--- config.mk ---
export PLATFORM = sky130hd
export DESIGN_NAME = regbank_wb_arbiter
export DESIGN_NICKNAME = d
export VERILOG_FILES = /design/src/rtl/regbank_wb_arbiter.sv
export SDC_FILE = /design/constraint.sdc
export NUM_CORES = 1
export LEC_CHECK = 0
export ABC_AREA = 1
export CAP_MARGIN = 20
export CELL_PAD_IN_SITES_DETAIL_PLACEMENT = 1
export CELL_PAD_IN_SITES_GLOBAL_PLACEMENT = 1
export CORE_ASPECT_RATIO = 2
export CORE_MARGIN = 4
export CORE_UTILIZATION = 28
export CTS_CLUSTER_DIAMETER = 200
export DETAILED_ROUTE_END_ITERATION = 10
export GPL_TIMING_DRIVEN = 0
export PLACE_DENSITY = 0.93
export SYNTH_ARGS = -nofsm -noshare
export SYNTH_HDL_FRONTEND = slang
export SYNTH_SLANG_ARGS = --single-unit
--- constraint.sdc ---
create_clock -name clk -period 1.6 [get_ports clk]
set_input_delay 0.16 -clock clk [delete_from_list [all_inputs] [get_ports clk]]
set_output_delay 0.16 -clock clk [all_outputs]
set_load 0.03 [all_outputs]
--- src/rtl/regbank_wb_arbiter.sv ---
// Round-robin arbiter sharing the register-bank write port among NUM_REQ writeback sources.
// Optional build macro WBARB_ZERO_FILTER_EN: accepted writes to address 0 are consumed without writing.
module regbank_wb_arbiter #(
  parameter int NUM_REQ = 2,
  parameter int DW      = 32,
  parameter int AW      = 5,
  parameter int CNT_W   = 16
) (
  input  logic                  clk,
  input  logic                  rst_n,
  input  logic [NUM_REQ-1:0]    req_valid,
  input  logic [NUM_REQ*AW-1:0] req_addr,
  input  logic [NUM_REQ*DW-1:0] req_data,
  output logic [NUM_REQ-1:0]    req_ready,
  output logic                  RegWrite,
  output logic [AW-1:0]         WA,
  output logic [DW-1:0]         WD,
  input  logic                  flush,
  output logic [CNT_W-1:0]      conf_cnt
);

  localparam int PTR_W = (NUM_REQ > 2) ? 2 : 1;
  localparam logic [PTR_W:0] NREQ = (PTR_W+1)'(NUM_REQ);

  logic [AW-1:0]      addr_arr [NUM_REQ];
  logic [DW-1:0]      data_arr [NUM_REQ];

  logic [PTR_W-1:0]   rr_ptr_q, rr_ptr_d;
  logic               regwrite_q, regwrite_d;
  logic [AW-1:0]      wa_q, wa_d;
  logic [DW-1:0]      wd_q, wd_d;
  logic [CNT_W-1:0]   cnt_q, cnt_d;

  logic [PTR_W-1:0]   idx, win;
  logic               found, accept, multi, seen, keep_wr;
  logic [NUM_REQ-1:0] gnt;

  for (genvar g = 0; g < NUM_REQ; g++) begin : g_unpack
    assign addr_arr[g] = req_addr[g*AW +: AW];
    assign data_arr[g] = req_data[g*DW +: DW];
  end

  // (base + off) mod NUM_REQ; both operands are already below NUM_REQ
  function automatic logic [PTR_W-1:0] wrap_inc(input logic [PTR_W-1:0] base,
                                                input logic [PTR_W:0]   off);
    logic [PTR_W:0] s;
    s = {1'b0, base} + off;
    if (s >= NREQ) s = s - NREQ;
    return s[PTR_W-1:0];
  endfunction

  always_comb begin
    gnt   = '0;
    win   = '0;
    idx   = '0;
    found = 1'b0;
    multi = 1'b0;
    seen  = 1'b0;
    for (int k = 0; k < NUM_REQ; k++) begin
      idx = wrap_inc(rr_ptr_q, (PTR_W+1)'(k));
      if (!found && req_valid[idx]) begin
        found = 1'b1;
        win   = idx;
      end
      if (req_valid[k]) begin
        if (seen) multi = 1'b1;
        seen = 1'b1;
      end
    end
    accept = found && rst_n && !flush;
    if (accept) gnt[win] = 1'b1;
  end

  assign req_ready = gnt;

`ifdef WBARB_ZERO_FILTER_EN
  assign keep_wr = (addr_arr[win] != '0);
`else
  assign keep_wr = 1'b1;
`endif

  always_comb begin
    rr_ptr_d   = rr_ptr_q;
    regwrite_d = 1'b0;
    wa_d       = wa_q;
    wd_d       = wd_q;
    cnt_d      = cnt_q;
    if (multi && (cnt_q != '1)) cnt_d = cnt_q + CNT_W'(1);
    if (flush) begin
      rr_ptr_d = '0;
    end else if (accept) begin
      rr_ptr_d = wrap_inc(win, (PTR_W+1)'(1));
      if (keep_wr) begin
        regwrite_d = 1'b1;
        wa_d       = addr_arr[win];
        wd_d       = data_arr[win];
      end
    end
  end

  // Registered write command toward the bank
  always_ff @(posedge clk or negedge rst_n) begin
    if (!rst_n) begin
      rr_ptr_q   <= '0;
      regwrite_q <= 1'b0;
      wa_q       <= '0;
      wd_q       <= '0;
      cnt_q      <= '0;
    end else begin
      rr_ptr_q   <= rr_ptr_d;
      regwrite_q <= regwrite_d;
      wa_q       <= wa_d;
      wd_q       <= wd_d;
      cnt_q      <= cnt_d;
    end
  end

  assign RegWrite = regwrite_q;
  assign WA       = wa_q;
  assign WD       = wd_q;
  assign conf_cnt = cnt_q;

endmodule
* Word-level counts from Yosys, hierarchy flattened
Index checks and enable logic that the tools add are counted.
** Storage, ports and cells
- Register bits :: 55
- Output and inout bits :: 56
- Logic and storage cells :: 58
** Cells by class
- $add $sub $neg :: 6
- Order comparisons :: 8
- Eq/ne operators :: 1
- Mux-type cells :: 27
- Bitwise logic cells :: 2
- Reduce and logical (&&, ||, !) cells :: 9
** Operators with widths (number)
- two-way mux 32 bit :: 3
- two-way mux 1 bit :: 19
- adder 16 x 1 -> 16 bit (second input constant) :: 1
- != test 16 bit (second input constant) :: 1
- two-way mux 5 bit :: 3
- >= comparator 2 bit (second input constant) :: 3
- < comparator 1 x 2 -> 1 bit (second input constant) :: 3
- logical AND 1 bit :: 5
- adder 1 x 1 -> 2 bit (second input constant) :: 2
- subtractor 1 bit (second input constant) :: 3
- >= comparator 1 x 2 -> 1 bit (second input constant) :: 1
- zero test 1 bit :: 2
- two-way mux 2 bit :: 1
- NOT 1 -> 2 bit :: 1
- AND reduction 2 bit :: 1
- nonzero test 2 bit :: 1
- demux 1 bit (select 1 bit) :: 1
- >= comparator 1 bit (second input constant) :: 1
- NOT 1 bit :: 1

* Logic depth before layout (Yosys ltp)
Gate-level depths: netlist of the first run.
- Depth in word-level cells :: 13
- Mapped depth :: 9
- Mapped depth without buffers :: 9

* Worst setup path after synthesis of the first run
Ideal clock, no wire load.
- Path kind :: flip-flop to flip-flop
- Start point :: register cnt_q[0] (netlist: conf_cnt[0])
- End point :: register cnt_q[0] (netlist: conf_cnt[0])
- Data arrival time :: 1.517 ns
- Setup slack :: -0.034 ns
- Cell stages (with the launch flop) :: 10
- Buffers on the path :: 1
- Cells stage by stage :: dfrtp_1 ha_1 nand3_2 inv_2 nand2_2 nor2_1 nor2_2 buf_6 nand2_1 nand2_1
** On the way
- Cells in the longest elaborated chain, start to end :: 2
- Elaborated cells between the ends (all ways) :: 3
- Classes of those cells :: add/sub: 1; eq/ne: 1; reduce/logical: 1
** RTL lines
- start, declared :: RTL line 32 : logic [CNT_W-1:0] cnt_q, cnt_d;
- start signal, assigned :: RTL line 114 : cnt_q <= cnt_d;
- parallel branches: the longest is 2 deep, another holds adder 16 x 1 -> 16 bit
Several ways; the timed one is not identified.
A chain may end at the register's enable or synchronous reset.

* Worst setup path after layout of the first run
- Start point :: register cnt_q[0] (netlist: conf_cnt[0])
- End point :: output port conf_cnt[0]
** RTL lines
- end, declared :: RTL line 19 : output logic [CNT_W-1:0] conf_cnt
No word-level cell between the ends.

==> results.txt, run 1 <==
Type of the setup path with the least slack: register to output pin. In the final layout, the share of cells above drive strength 1 is 10.4%. Setup violations remaining at the end of the flow were counted as 0. The final critical delay including setup and external delays is 1.57 ns, and the largest net degree at the start of global routing is 34.

The number of routed nets with antenna violations is 0, and the parity-gate share of the synthesized area counting xor and xnor cells is 2.25%. Among all stages on the critical path, the largest delay is contributed by sky130_fd_sc_hd__clkdlybuf4s50_1. The global routing usage summed across all routing layers is 18.2%, and the synthesized area per cell is 7.65 sq um.

In this run the critical register-to-register path is captured at conf_cnt[5]. The number of instances in the placed design was 621. The internal power of the cells totals 0.00321 W. Kind of end point of the critical path: an output pin.

The number of slew-limit violations in the final report is 0. The data arrival at the endpoint of the critical path was 1.41 ns; the path depth of the worst reg2reg path was 9. For this run, the detailed router's first-pass iteration total came to 4. Based on the critical path, the design can be clocked at up to 638 MHz.

TritonCTS built the clock tree. The portion of synthesized area spent on multiplexers is 0%. The worst-case headroom to the max-slew limit is 74.6%.

The tools report the final hold violation count as 0. Among cell families on the critical path, the largest total delay comes from buffers and inverters. The power per standard cell area was 1040 mW/mm^2; the total design power was 0.00476 W. The min-delay analysis places its worst path in the category primary input to register. The number of antenna diodes is 0, and the transition time at the pin with the least slew margin is 0.379 ns.

The run gives 0 as the remaining design rule violation count. For the detailed placer's ending HPWL, the log shows 8100 um. The number of design-rule violations left by the first detailed-router iteration is 92, and the leakage dissipation is 2.16 nW. Number of unique standard cell types used by synthesis: 21. At the placement stage, the worst setup path has a slack of -0.797 ns. Across the VDD grid, the largest voltage drop is 0.545 mV. Global routing finished with a remaining overflow of 0.

The flow ran to the end, and the final reports show no timing, DRC or antenna violations. The main combinational cell family by area after synthesis is simple AND/OR/NAND/NOR gates. The die is 147 um tall.

The congestion estimate from routability-driven global placement came to 0.806. The die is 77.7 um wide. The register-to-register setup slack is 0.05 ns. The synthesized-area fraction occupied by ao, oa, aoi and oai cells was 1.33%; the filler-free cell count of the finished design was 641. The logs give 50.5% for the fraction of the yosys area taken by sequential cells and 0.30 ns for the clock insertion delay at the later pin of the skew report. Per report_power, the combinational group accounts for 32.6% of the total.

The synthesized design contains 55 register bits. The tree is rooted in a sky130_fd_sc_hd__clkbuf_16. The tools report the sink of the worst hold path as RegWrite. The worst hold path was traced through 3 stages. In the routed layout, each cell is associated on average with a via count of 4.68.

Dividing the detail-routed wire length by the instance count gives 16.3 um. The final setup TNS is 0 ns, and the Yosys warning count is 0. The overall routed net length was 10,500 um; the largest buffer count on any clock path was 2. During placement, the flow inserted port buffers numbering 134.

The depth of the CTS H-tree was 2; the highest cell delay on the worst timing path was 0.69 ns. For this design the top-level I/O count stands at 135. For the share of power burned in the clock network, the log shows 30.0%. The post-synthesis simple-gate area fraction was 39.5%.

Largest fanout on the critical path: 6. The count of buffer and inverter cells on the critical path was 1. For the net switching power figure, the log shows 0.00155 W. Clock-pin slew was measured on the worst setup and hold paths at 0.07 ns. Registers are responsible for 37.4% of the overall power. The cell count along the critical path is 1, and the number of buffers inserted during clock tree synthesis is 5. Launch instance of the worst register-to-register path: conf_cnt[0]. The worst endpoint required time was 1.44 ns; the CTS sink count was 55. The library cell used most frequently in the layout, excluding fill and tap cells, is sky130_fd_sc_hd__nand2_1.

The logs give 28.8% for the starting density of the core and 0 for the max-cap violation count. For the global-route wire length before repair, the log shows 16,500 um. Across all setup checks in the final design, the least slack found is 0.0326 ns. The synthesized netlist occupies a cell area of 0.00272 sq mm. The run gives 2,997 as the count of vias placed by the detailed router. STA classifies the critical path startpoint as a register. The top cell types in the final layout, fill and taps aside, are sky130_fd_sc_hd__nand2_1 (183), sky130_fd_sc_hd__clkdlybuf4s50_1 (115), sky130_fd_sc_hd__dfrtp_1 (53). The tools report the area of the core as 0.00945 sq mm. The net count of the finished layout is 590. The beginning of the worst hold path is rst_n.

Synthesis handed over a netlist of 356 instances. After layout, the worst path uses 98.0% of the clock period. The number of rows in the core area was 50. The initial antenna violation count is 0, and the growth of design area from synthesis to finish is 68.1%.

The synthesized netlist devotes 0.459% of its cell area to adder and majority cells. Traced cell by cell, the critical path runs through clkdlybuf4s50_1. The utilization after layout is 48.5%, and the number of global-route vias before repair is 3,397. In this run switching power makes up 32.5% of total power. The die covers 0.0115 sq mm.

Between clock sinks in the finished design, the worst skew comes to 0.00593 ns. For the number of nets produced by synthesis, the log shows 436.
-- metrics by stage --
| step | hold WS, ns | instance area, sq um |
|---|---|---|
| 4_1_cts | 0.210 | 4470 |
| 6_report | 0.228 | 4580 |
| 5_1_grt | 0.252 | 4580 |
| 3_3_place_gp | 0.480 | 4230 |
| 3_5_place_dp | 0.188 | 4250 |
| 2_1_floorplan | -0.136 | 2730 |
-- flip-flops by register name (all words and copies together) (netlist names) --
register / flops
RegWrite: 1
WD: 32
rr_ptr_q: 1
WA: 5
conf_cnt: 16
-- per-layer routing --
layer,share of wire (%),GRT usage [%]
met2,58,36.2
met3,4.0,3.17
met4,3.9,8.73
met5,0,0
met1,35,17.1
-- power by group through the flow --
stage / Clock [W] / Combinational (W) / Sequential (W)
after CTS: 0.00148 / 0.00154 / 0.00178
after global placement: 0 / 0.00150 / 0.00179
after global routing: 0.00152 / 0.00166 / 0.00182
after floorplan: 0 / 0.000322 / 0.00221
after detailed placement: 0 / 0.00155 / 0.00181
final: 0.00143 / 0.00156 / 0.00178
-- worst max path at each step --
stage                            start           end  slack [ns]
after floorplan            conf_cnt[0]   conf_cnt[0]        0.08
after global placement           rst_n  req_ready[1]       -2.92
after detailed placement         rst_n  req_ready[1]       -0.80
after CTS                 req_valid[0]  req_ready[0]     0.00002
after global routing       conf_cnt[0]   conf_cnt[9]       -0.02
final                      conf_cnt[0]   conf_cnt[0]        0.03
-- Yosys cell counts --
master	instances	area [sq um]
sky130_fd_sc_hd__buf_2	6	30.0
sky130_fd_sc_hd__o21ai_4	1	16.3
sky130_fd_sc_hd__nand3_2	2	20.0
sky130_fd_sc_hd__nand3b_1	1	7.51
sky130_fd_sc_hd__inv_2	1	3.75
sky130_fd_sc_hd__xor2_1	3	26.3
sky130_fd_sc_hd__nor2_2	3	18.8
sky130_fd_sc_hd__ha_1	1	12.5
sky130_fd_sc_hd__dfrtp_1	55	1380
sky130_fd_sc_hd__nand2_2	2	12.5
sky130_fd_sc_hd__buf_4	4	30.0
sky130_fd_sc_hd__nand4_1	5	31.3
sky130_fd_sc_hd__inv_1	14	52.6
sky130_fd_sc_hd__buf_6	4	45.0
sky130_fd_sc_hd__o21ai_1	2	10.0
sky130_fd_sc_hd__nand2_1	184	691
sky130_fd_sc_hd__nand3_1	44	220
sky130_fd_sc_hd__o21ai_0	2	10.0
sky130_fd_sc_hd__nor2_1	17	63.8
sky130_fd_sc_hd__nor2_4	1	11.3
sky130_fd_sc_hd__xnor2_1	4	35.0
-- cells by family (layout without fill, tap and decap cells) --
kind of cell | after synthesis | in the layout
xor gates and xnor gates | 7 | 7
AOI/OAI and AO/OA | 5 | 5
adders and majority gates | 1 | 1
DFF | 55 | 55
buffers and inverters | 29 | 184
and+or+nand+nor | 259 | 259
-- repair_timing --
item                                   CTS  global route
hold buffers                             2             0
setup endpoints to repair               26            23
setup buffers                            1             8
gates resized for setup                 35             6
endpoints found under the hold margin   22             0
pin swaps                                2             4
-- layout make-up --
type,count,area [sq um]
Fill cell,1140,4870
Timing Repair Buffer,147,1460
Sequential cell,55,1380
Multi-Input combinational cell,272,1210
Tap cell,130,163
Clock buffer,5,125
Buffer,14,114
Clock inverter,3,67.6
Inverter,15,56.3
Power figures use the tool's default switching activity.
==> inputs of run 2 (changes only) <==
--- a/config.mk
+++ b/config.mk
@@ -10,7 +10,6 @@
 export CELL_PAD_IN_SITES_DETAIL_PLACEMENT = 1
 export CELL_PAD_IN_SITES_GLOBAL_PLACEMENT = 1
 export CORE_ASPECT_RATIO = 2
-export CORE_MARGIN = 4
 export CORE_UTILIZATION = 28
 export CTS_CLUSTER_DIAMETER = 200
 export DETAILED_ROUTE_END_ITERATION = 10
@@ -19,3 +18,4 @@
 export SYNTH_ARGS = -nofsm -noshare
 export SYNTH_HDL_FRONTEND = slang
 export SYNTH_SLANG_ARGS = --single-unit
+export TNS_END_PERCENT = 30
==> run 2 against run 1 <==
  * Wire length down 4.3%
  * Clock power about the same
  * Sequential power hardly changed
  * First-iteration DRC count grew 17%
  * Non-clock buffer count down 4
  * Sequential share of layout area rose by 0.47 points
  * Register-to-register slack improved by 0.03 ns
  * Critical path type unchanged
==> results.txt, run 2 (synthesized netlist as in run 1, its figures left out) <==
The flow ran to the end, and the final reports show no timing, DRC or antenna violations. The overall overflow remaining after global route was 0 (unchanged). The starting density of the core is 29.0% (was 28.8%). Largest net degree at the start of global routing: 33 (was 34). The tools report the clock insertion delay at the later pin of the skew report as 0.30 ns (about the same). The number of slew-limit violations in the final report is 0 (unchanged).

The most frequent standard cell in the layout excluding fill and tap cells is sky130_fd_sc_hd__nand2_1 (unchanged). The largest fanout on the critical path is 5 (was 6). The number of global-route vias before repair came out at 3,292 (was 3,397).

The cell chosen for the clock root is sky130_fd_sc_hd__clkbuf_16 (unchanged). The leakage dissipation is 2.15 nW (was 2.16 nW). The switching power share of the total is 32.6% (was 32.5%). Setup skew after layout: 0.00419 ns (was 0.00593 ns). The count of buffer and inverter cells on the critical path is 1 (unchanged).

The run gives 1.44 ns (about the same) as the worst endpoint required time. For the final hold violation count, the log shows 0 (unchanged). Kind of start point of the critical path: a register (unchanged).

The die span in y came out at 141 um (was 147 um). The port buffer count works out to 134 (unchanged). The tools report the global-route wire length before repair as 15,900 um (was 16,500 um). TritonCTS built the clock tree.

The number of routed nets with antenna violations is 0 (unchanged), and the fraction of layout instances using a drive strength above 1 is 10.1% (was 10.4%). The overall routed net length is 10,000 um (was 10,500 um). The share of power burned in registers is 37.3% (was 37.4%). The area of the core came out at 0.00938 sq mm (was 0.00945 sq mm). Internal power of the cells: 0.00321 W (about the same). Detail-routed via count per cell: 4.82 (was 4.68). Max-cap violation count: 0 (unchanged).

The highest clock rate came out at 643 MHz (was 638 MHz). The tools report the filler-free cell count of the finished design as 611 (was 641). The CTS sink count is 55 (unchanged), and the wire length per cell is 16.4 um (was 16.3 um).

The ratio of final minimum period to clock period came out at 97.2% (was 98.0%). The logs give 0.545 mV (about the same) for the worst supply voltage drop on vdd and 5880 um (was 6030 um) for the detailed route wirelength on metal2. Number of design-rule violations left by the first detailed-router iteration: 108 (was 92). The type of the setup path with the least slack is register to output pin (unchanged).

Power per standard cell area: 1060 mW/mm^2 (was 1040 mW/mm^2). For the depth of the CTS H-tree, the log shows 2 (unchanged). The run gives 330 um (was 415 um) as the amount of wire on met3 after detailed routing. The first-pass detailed-route iteration total is 4 (unchanged), and the number of instances in the placed design is 595 (was 621). The tools report the kind of end point of the critical path as an output pin (unchanged). The run gives 30.2% (was 30.0%) as the share of power burned in the clock network. The net switching power figure came out at 0.00156 W (was 0.00155 W). The clock transition at the register clock pins on the worst setup and hold paths after CTS came out at 0.08 ns (was 0.07 ns). The classification of the worst-slack hold path is primary input to register (unchanged). The initial antenna violation count came out at 0 (unchanged). The run gives 75.3% (was 74.6%) as the worst-case headroom to the max-slew limit. The growth of design area from synthesis to finish was 65.7% (was 68.1%); the highest cell delay on the worst timing path was 0.68 ns (was 0.69 ns).

The largest buffer count on any clock path was 2 (unchanged). The final setup violation count was 0 (unchanged). The global routing usage summed across all routing layers was 20.4% (was 18.2%). Most used cells in the layout excluding fill and tap cells: sky130_fd_sc_hd__nand2_1 (184), sky130_fd_sc_hd__clkdlybuf4s50_1 (115), sky130_fd_sc_hd__dfrtp_1 (52) (was sky130_fd_sc_hd__nand2_1 (183), sky130_fd_sc_hd__clkdlybuf4s50_1 (115), sky130_fd_sc_hd__dfrtp_1 (53)).

The standard cell with the maximum stage delay on the critical path is sky130_fd_sc_hd__clkdlybuf4s50_1 (unchanged). Worst path cell trace: clkdlybuf4s50_1 (unchanged). The final critical delay including setup and external delays works out to 1.56 ns (was 1.57 ns). The post-detailed-placement cell area was 0.00421 sq mm (was 0.00425 sq mm); the combinational power share was 32.5% (was 32.6%). The tools report the data arrival at the endpoint of the critical path as 1.40 ns (was 1.41 ns). The remaining design rule violation count came out at 0 (unchanged). The cell area after layout came out at 0.00451 sq mm (was 0.00458 sq mm). Die footprint: 0.0102 sq mm (was 0.0115 sq mm). Setup repair after global routing left no endpoint under its margin.

Count of vias placed by the detailed router: 2,945 (was 2,997). The number of top-level pins was 135 (unchanged). The logs give 586 (was 590) for the final-stage net count and 5 (unchanged) for the number of buffers inserted during clock tree synthesis. The die extent in x came out at 71.7 um (was 77.7 um).

The kind of cell with the highest combined delay on the critical path is buffers and inverters (unchanged). The tools report the detailed placer's ending HPWL as 7790 um (was 8100 um). The routability-driven placement congestion ratio is 0.802 (was 0.806). The met1 wire length is 3460 um (was 3620 um), and the transition time at the pin with the least slew margin is 0.369 ns (was 0.379 ns). Uppermost layer routed: met4 (unchanged). The number of rows in the core area is 50 (unchanged).

Number of antenna diodes: 0 (unchanged). The flip-flop count of the largest register, all copies and words added is 32 (unchanged).
[run 2: changes by cell type in the layout (fill, tap and decap cells not counted), sizes merged]
cell / change
buf: -3
dlygate4sd2: -1
dlygate4sd3: -1
dlymetal6s2s: +1
[run 2: repair_timing]
item / CTS / global route
pin swaps: 1 / 2
hold endpoints to repair: 32 / 0
gates resized for setup: 32 / 10
setup buffers: 4 / 2
hold buffers: 2 / 0
endpoints found under the setup margin: 56 / 26
[run 2: final timing paths]
path,startpoint,endpoint,slack (ns),cells after the start
max,conf_cnt[1],conf_cnt[1],0.04,1
min in group asynchronous,rst_n,WD[22],0.53,3
max in group asynchronous,rst_n,WD[5],0.87,3
min reg2reg,WD[5],WD[5],0.50,2
max reg2reg,conf_cnt[1],conf_cnt[13],0.08,9
min,rst_n,rr_ptr_q,0.23,4
[run 2: layer usage]
layer	up-vias	global-route usage (%)
met5	-	0
met4	0	10.0
met3	22	2.63
met2	89	40.5
met1	1423	19.6
li1	1411	-
[run 2: final cells by class]
cell class              instances  area (sq um)
fillers                      1153          4870
repair buffers                143          1420
flip-flops and latches         55          1380
multi-input cells             272          1220
well taps                     104           130
clock buffers                   5           125
plain buffers                  14           114
clock inverters                 3          67.6
inverters                      15          56.3
[run 2: power by group through the flow]
stage	sequential (W)	clock (W)	combinational, W
floorplan	0.00221	0	0.000322
global placement	0.00179	0	0.00149
detailed placement	0.00181	0	0.00154
CTS	0.00178	0.00148	0.00156
global route	0.00181	0.00153	0.00165
finish	0.00178	0.00144	0.00155
[run 2: worst reg2reg max path: cells and delay by family (launching register included)]
kind,cells,cell delay [ns]
adders and majority gates,1,0.22
buffers and inverters,2,0.25
DFF,1,0.41
and+or+nand+nor,6,0.53
[run 2: through the flow]
| step | setup TNS (ns) | hold slack, ns | util, % | power, W | worst slack [ns] |
|---|---|---|---|---|---|
| after floorplan | 0 | -0.136 | - | 0.00253 | 0.0809 |
| after global placement | -174.33 | 0.480 | 44.7 | 0.00328 | -2.81 |
| after detailed placement | -18.02 | 0.296 | 44.9 | 0.00335 | -0.990 |
| after CTS | 0 | 0.215 | 47.6 | 0.00482 | 0.00534 |
| after global routing | 0 | 0.243 | 48.1 | 0.00499 | 0.00466 |
| final | 0 | 0.233 | 48.1 | 0.00477 | 0.0449 |
==> inputs of run 3 (changes only) <==
--- a/config.mk
+++ b/config.mk
@@ -14,7 +14,8 @@
 export CTS_CLUSTER_DIAMETER = 200
 export DETAILED_ROUTE_END_ITERATION = 10
 export GPL_TIMING_DRIVEN = 0
-export PLACE_DENSITY = 0.93
+export PLACE_DENSITY = 0.87
+export SKIP_LAST_GASP = 1
 export SYNTH_ARGS = -nofsm -noshare
 export SYNTH_HDL_FRONTEND = slang
 export SYNTH_SLANG_ARGS = --single-unit
==> run 3 against run 2 <==
  * The flow now finishes with violations (setup timing)
  * Setup slack lost 0.082 ns
  * Combinational power about the same
  * First-iteration DRC count is 10% lower
  * Utilization fell by 0.29 points
  * Critical path depth did not move
  * Maximum frequency shrank 5.0%
  * Clock skew rose by 0.0041 ns
  * Cell count is 0.16% higher
  * Critical endpoint is now conf_cnt[11]
  * Largest cell class unchanged
  * Highest routed layer unchanged
==> results.txt, run 3 (synthesized netlist as in run 1, its figures left out) <==
The flow ran to the end, but the final reports show violations. The final reports fail on setup timing. The CTS sink count came out at 55 (unchanged). The transition time at the pin with the least slew margin came out at 0.369 ns (about the same). The flip-flop count of the largest register, all copies and words added came out at 32 (unchanged). The largest net degree at the start of global routing is 30 (was 33).

The logs give 0 (unchanged) for the number of antenna diodes and 0 (unchanged) for the initial antenna violation count. The worst flop-to-flop path endpoint is conf_cnt[0] (was conf_cnt[13]). The routability-driven placement congestion ratio was 0.807 (was 0.802).

The kind of cell with the highest combined delay on the critical path is buffers and inverters (unchanged). The final critical delay including setup and external delays was 1.64 ns (was 1.56 ns). The clock transition at the register clock pins on the worst setup and hold paths after CTS is 0.08 ns (about the same), and the worst-case headroom to the max-slew limit is 75.3% (about the same).

The depth of the CTS H-tree came out at 2 (unchanged). The highest cell delay on the worst timing path is 0.71 ns (was 0.68 ns), and the number of global-route vias before repair is 3,265 (was 3,292). The type of the setup path with the least slack was register to output pin (unchanged). Fraction of layout instances using a drive strength above 1: 9.65% (was 10.1%).

Global-route wire length before repair: 16,300 um (was 15,900 um). The number of instances in the placed design came out at 595 (unchanged). The die extent in x came out at 71.7 um (unchanged). The largest buffer count on any clock path is 2 (unchanged), and the minimum setup slack after placement is -0.908 ns (was -0.990 ns). Most frequent standard cell in the layout excluding fill and tap cells: sky130_fd_sc_hd__nand2_1 (unchanged).

The post-detailed-placement cell area was 0.00421 sq mm (unchanged). The instance count along the most critical hold path works out to 4 (unchanged). Worst path cell trace: clkdlybuf4s50_1 (unchanged). The growth of design area from synthesis to finish came out at 64.7% (was 65.7%).

The run gives 97 (was 108) as the number of design-rule violations left by the first detailed-router iteration. The logs give 587 (was 586) for the final-stage net count and 1.48 ns (was 1.40 ns) for the data arrival at the endpoint of the critical path. The filler-free cell count of the finished design was 612 (was 611); the port buffer count was 134 (unchanged). For the die footprint, the log shows 0.0102 sq mm (unchanged).

The highest clock rate is 611 MHz (was 643 MHz). The path depth of the worst reg2reg path is 9 (unchanged), and the global routing usage summed across all routing layers is 20.9% (was 20.4%). The overall overflow remaining after global route was 0 (unchanged); the final setup violation count was 3 (was 0).

Die span in y: 141 um (unchanged). The detail-routed via count per cell is 4.88 (was 4.82). The run gives 2.11 nW (was 2.15 nW) as the leakage dissipation. The remaining design rule violation count was 0 (unchanged).

The run gives 0.00449 sq mm (was 0.00451 sq mm) as the cell area after layout. The tools report the number of routed nets with antenna violations as 0 (unchanged). The run gives 0.00450 W (was 0.00477 W) as the total design power.

Sink of the worst hold path: rr_ptr_q (unchanged). The overall routed net length came out at 10,100 um (was 10,000 um). The standard cell with the maximum stage delay on the critical path was sky130_fd_sc_hd__clkdlybuf4s50_1 (unchanged). The cell chosen for the clock root was sky130_fd_sc_hd__clkbuf_16 (unchanged). The kind of start point of the critical path is a register (unchanged). The number of rows in the core area came out at 50 (unchanged).

The beginning of the worst hold path is rst_n (unchanged). Setup repair after global routing could not meet its margin everywhere. The wire length per cell came out at 16.5 um (was 16.4 um). The ratio of final minimum period to clock period works out to 102% (was 97.2%). For the number of slew-limit violations in the final report, the log shows 0 (unchanged). The final worst slack was -0.0374 ns (was 0.0449 ns); the largest fanout on the critical path was 6 (was 5). For the setup skew after layout, the log shows 0.00829 ns (was 0.00419 ns).

TritonCTS built the clock tree. The max-cap violation count came out at 0 (unchanged). The logs give 0 (unchanged) for the final hold violation count and 29.0% (unchanged) for the starting density of the core.

The number of top-level pins was 135 (unchanged); the power per standard cell area was 1000 mW/mm^2 (was 1060 mW/mm^2). The first-pass detailed-route iteration total was 4 (unchanged). For the count of vias placed by the detailed router, the log shows 2,984 (was 2,945). The logs give 0.11 ns (was 0.08 ns) for the register-to-register setup slack and 1.44 ns (about the same) for the worst endpoint required time. The count of buffer and inverter cells on the critical path was 1 (unchanged). The area of the core is 0.00938 sq mm (unchanged). Most used cells in the layout excluding fill and tap cells: sky130_fd_sc_hd__nand2_1 (184), sky130_fd_sc_hd__clkdlybuf4s50_1 (126), sky130_fd_sc_hd__dfrtp_1 (53) (was sky130_fd_sc_hd__nand2_1 (184), sky130_fd_sc_hd__clkdlybuf4s50_1 (115), sky130_fd_sc_hd__dfrtp_1 (52)).

Classification of the worst-slack hold path: primary input to register (unchanged). The final setup TNS was -0.0489 ns (was 0 ns); the number of buffers inserted during clock tree synthesis was 5 (unchanged). The logs give 0.717 mV (was 0.545 mV) for the worst supply voltage drop on vdd and 7850 um (was 7790 um) for the detailed placer's ending HPWL. The clock insertion delay at the later pin of the skew report is 0.30 ns (about the same). The kind of end point of the critical path was an output pin (unchanged). Launch instance of the worst register-to-register path: conf_cnt[0] (was conf_cnt[1]).
-- run 3: cell types whose count changed in the layout (fill, tap and decap cells not counted), sizes merged --
cell           delta
dlygate4sd2      -12
clkdlybuf4s50    +11
bufinv            -2
buf               +1
clkinvlp          +1
dlymetal6s2s      +1
inv               +1
-- run 3: how the worst max path moves through the flow --
stage / from / to / slack [ns] / cells after the start
floorplan: conf_cnt[0] / conf_cnt[0] / 0.08 / 9
detailed placement: rst_n / req_ready[1] / -0.91 / 7
CTS: conf_cnt[7] / conf_cnt[7] / -0.06 / 1
global route: req_valid[0] / req_ready[0] / -0.09 / 7
finish: conf_cnt[11] / conf_cnt[11] / -0.04 / 1
global placement: rst_n / req_ready[1] / -2.93 / 7
-- run 3: what timing repair did --
action	in CTS	in global routing
endpoints found under the hold margin	26	0
buffers inserted	4	3
hold buffers	2	0
pin swaps	3	1
gates resized for setup	20	8
setup endpoints to repair	55	30
-- run 3: where the power goes --
| part | switching [W] | leakage (nW) | internal (W) |
|---|---|---|---|
| sequential | 0.000163 | 0.701 | 0.00161 |
| clock | 0.000561 | 0.0664 | 0.000588 |
| combinational | 0.000852 | 1.34 | 0.000732 |
-- run 3: metal layers --
layer,vias up,GRT usage [%],routed length [um]
met2,78,41.2,5960
met4,0,9.80,419
met3,24,2.77,277
met5,-,0,0
li1,1409,-,-
met1,1473,20.5,3450
-- run 3: layout make-up --
| cell class | instances | area (sq um) |
|---|---|---|
| plain buffers | 14 | 114 |
| repair buffers | 144 | 1450 |
| flip-flops and latches | 55 | 1380 |
| clock inverters | 3 | 23.8 |
| inverters | 15 | 56.3 |
| multi-input cells | 272 | 1210 |
| clock buffers | 5 | 125 |
| well taps | 104 | 130 |
| fillers | 1153 | 4900 |
-- run 3: stage by stage --
step	util (%)	hold WS (ns)
final	47.8	0.258
after global routing	47.8	0.263
after floorplan	-	-0.136
after detailed placement	44.9	0.250
after global placement	44.7	0.479
after CTS	47.3	0.247
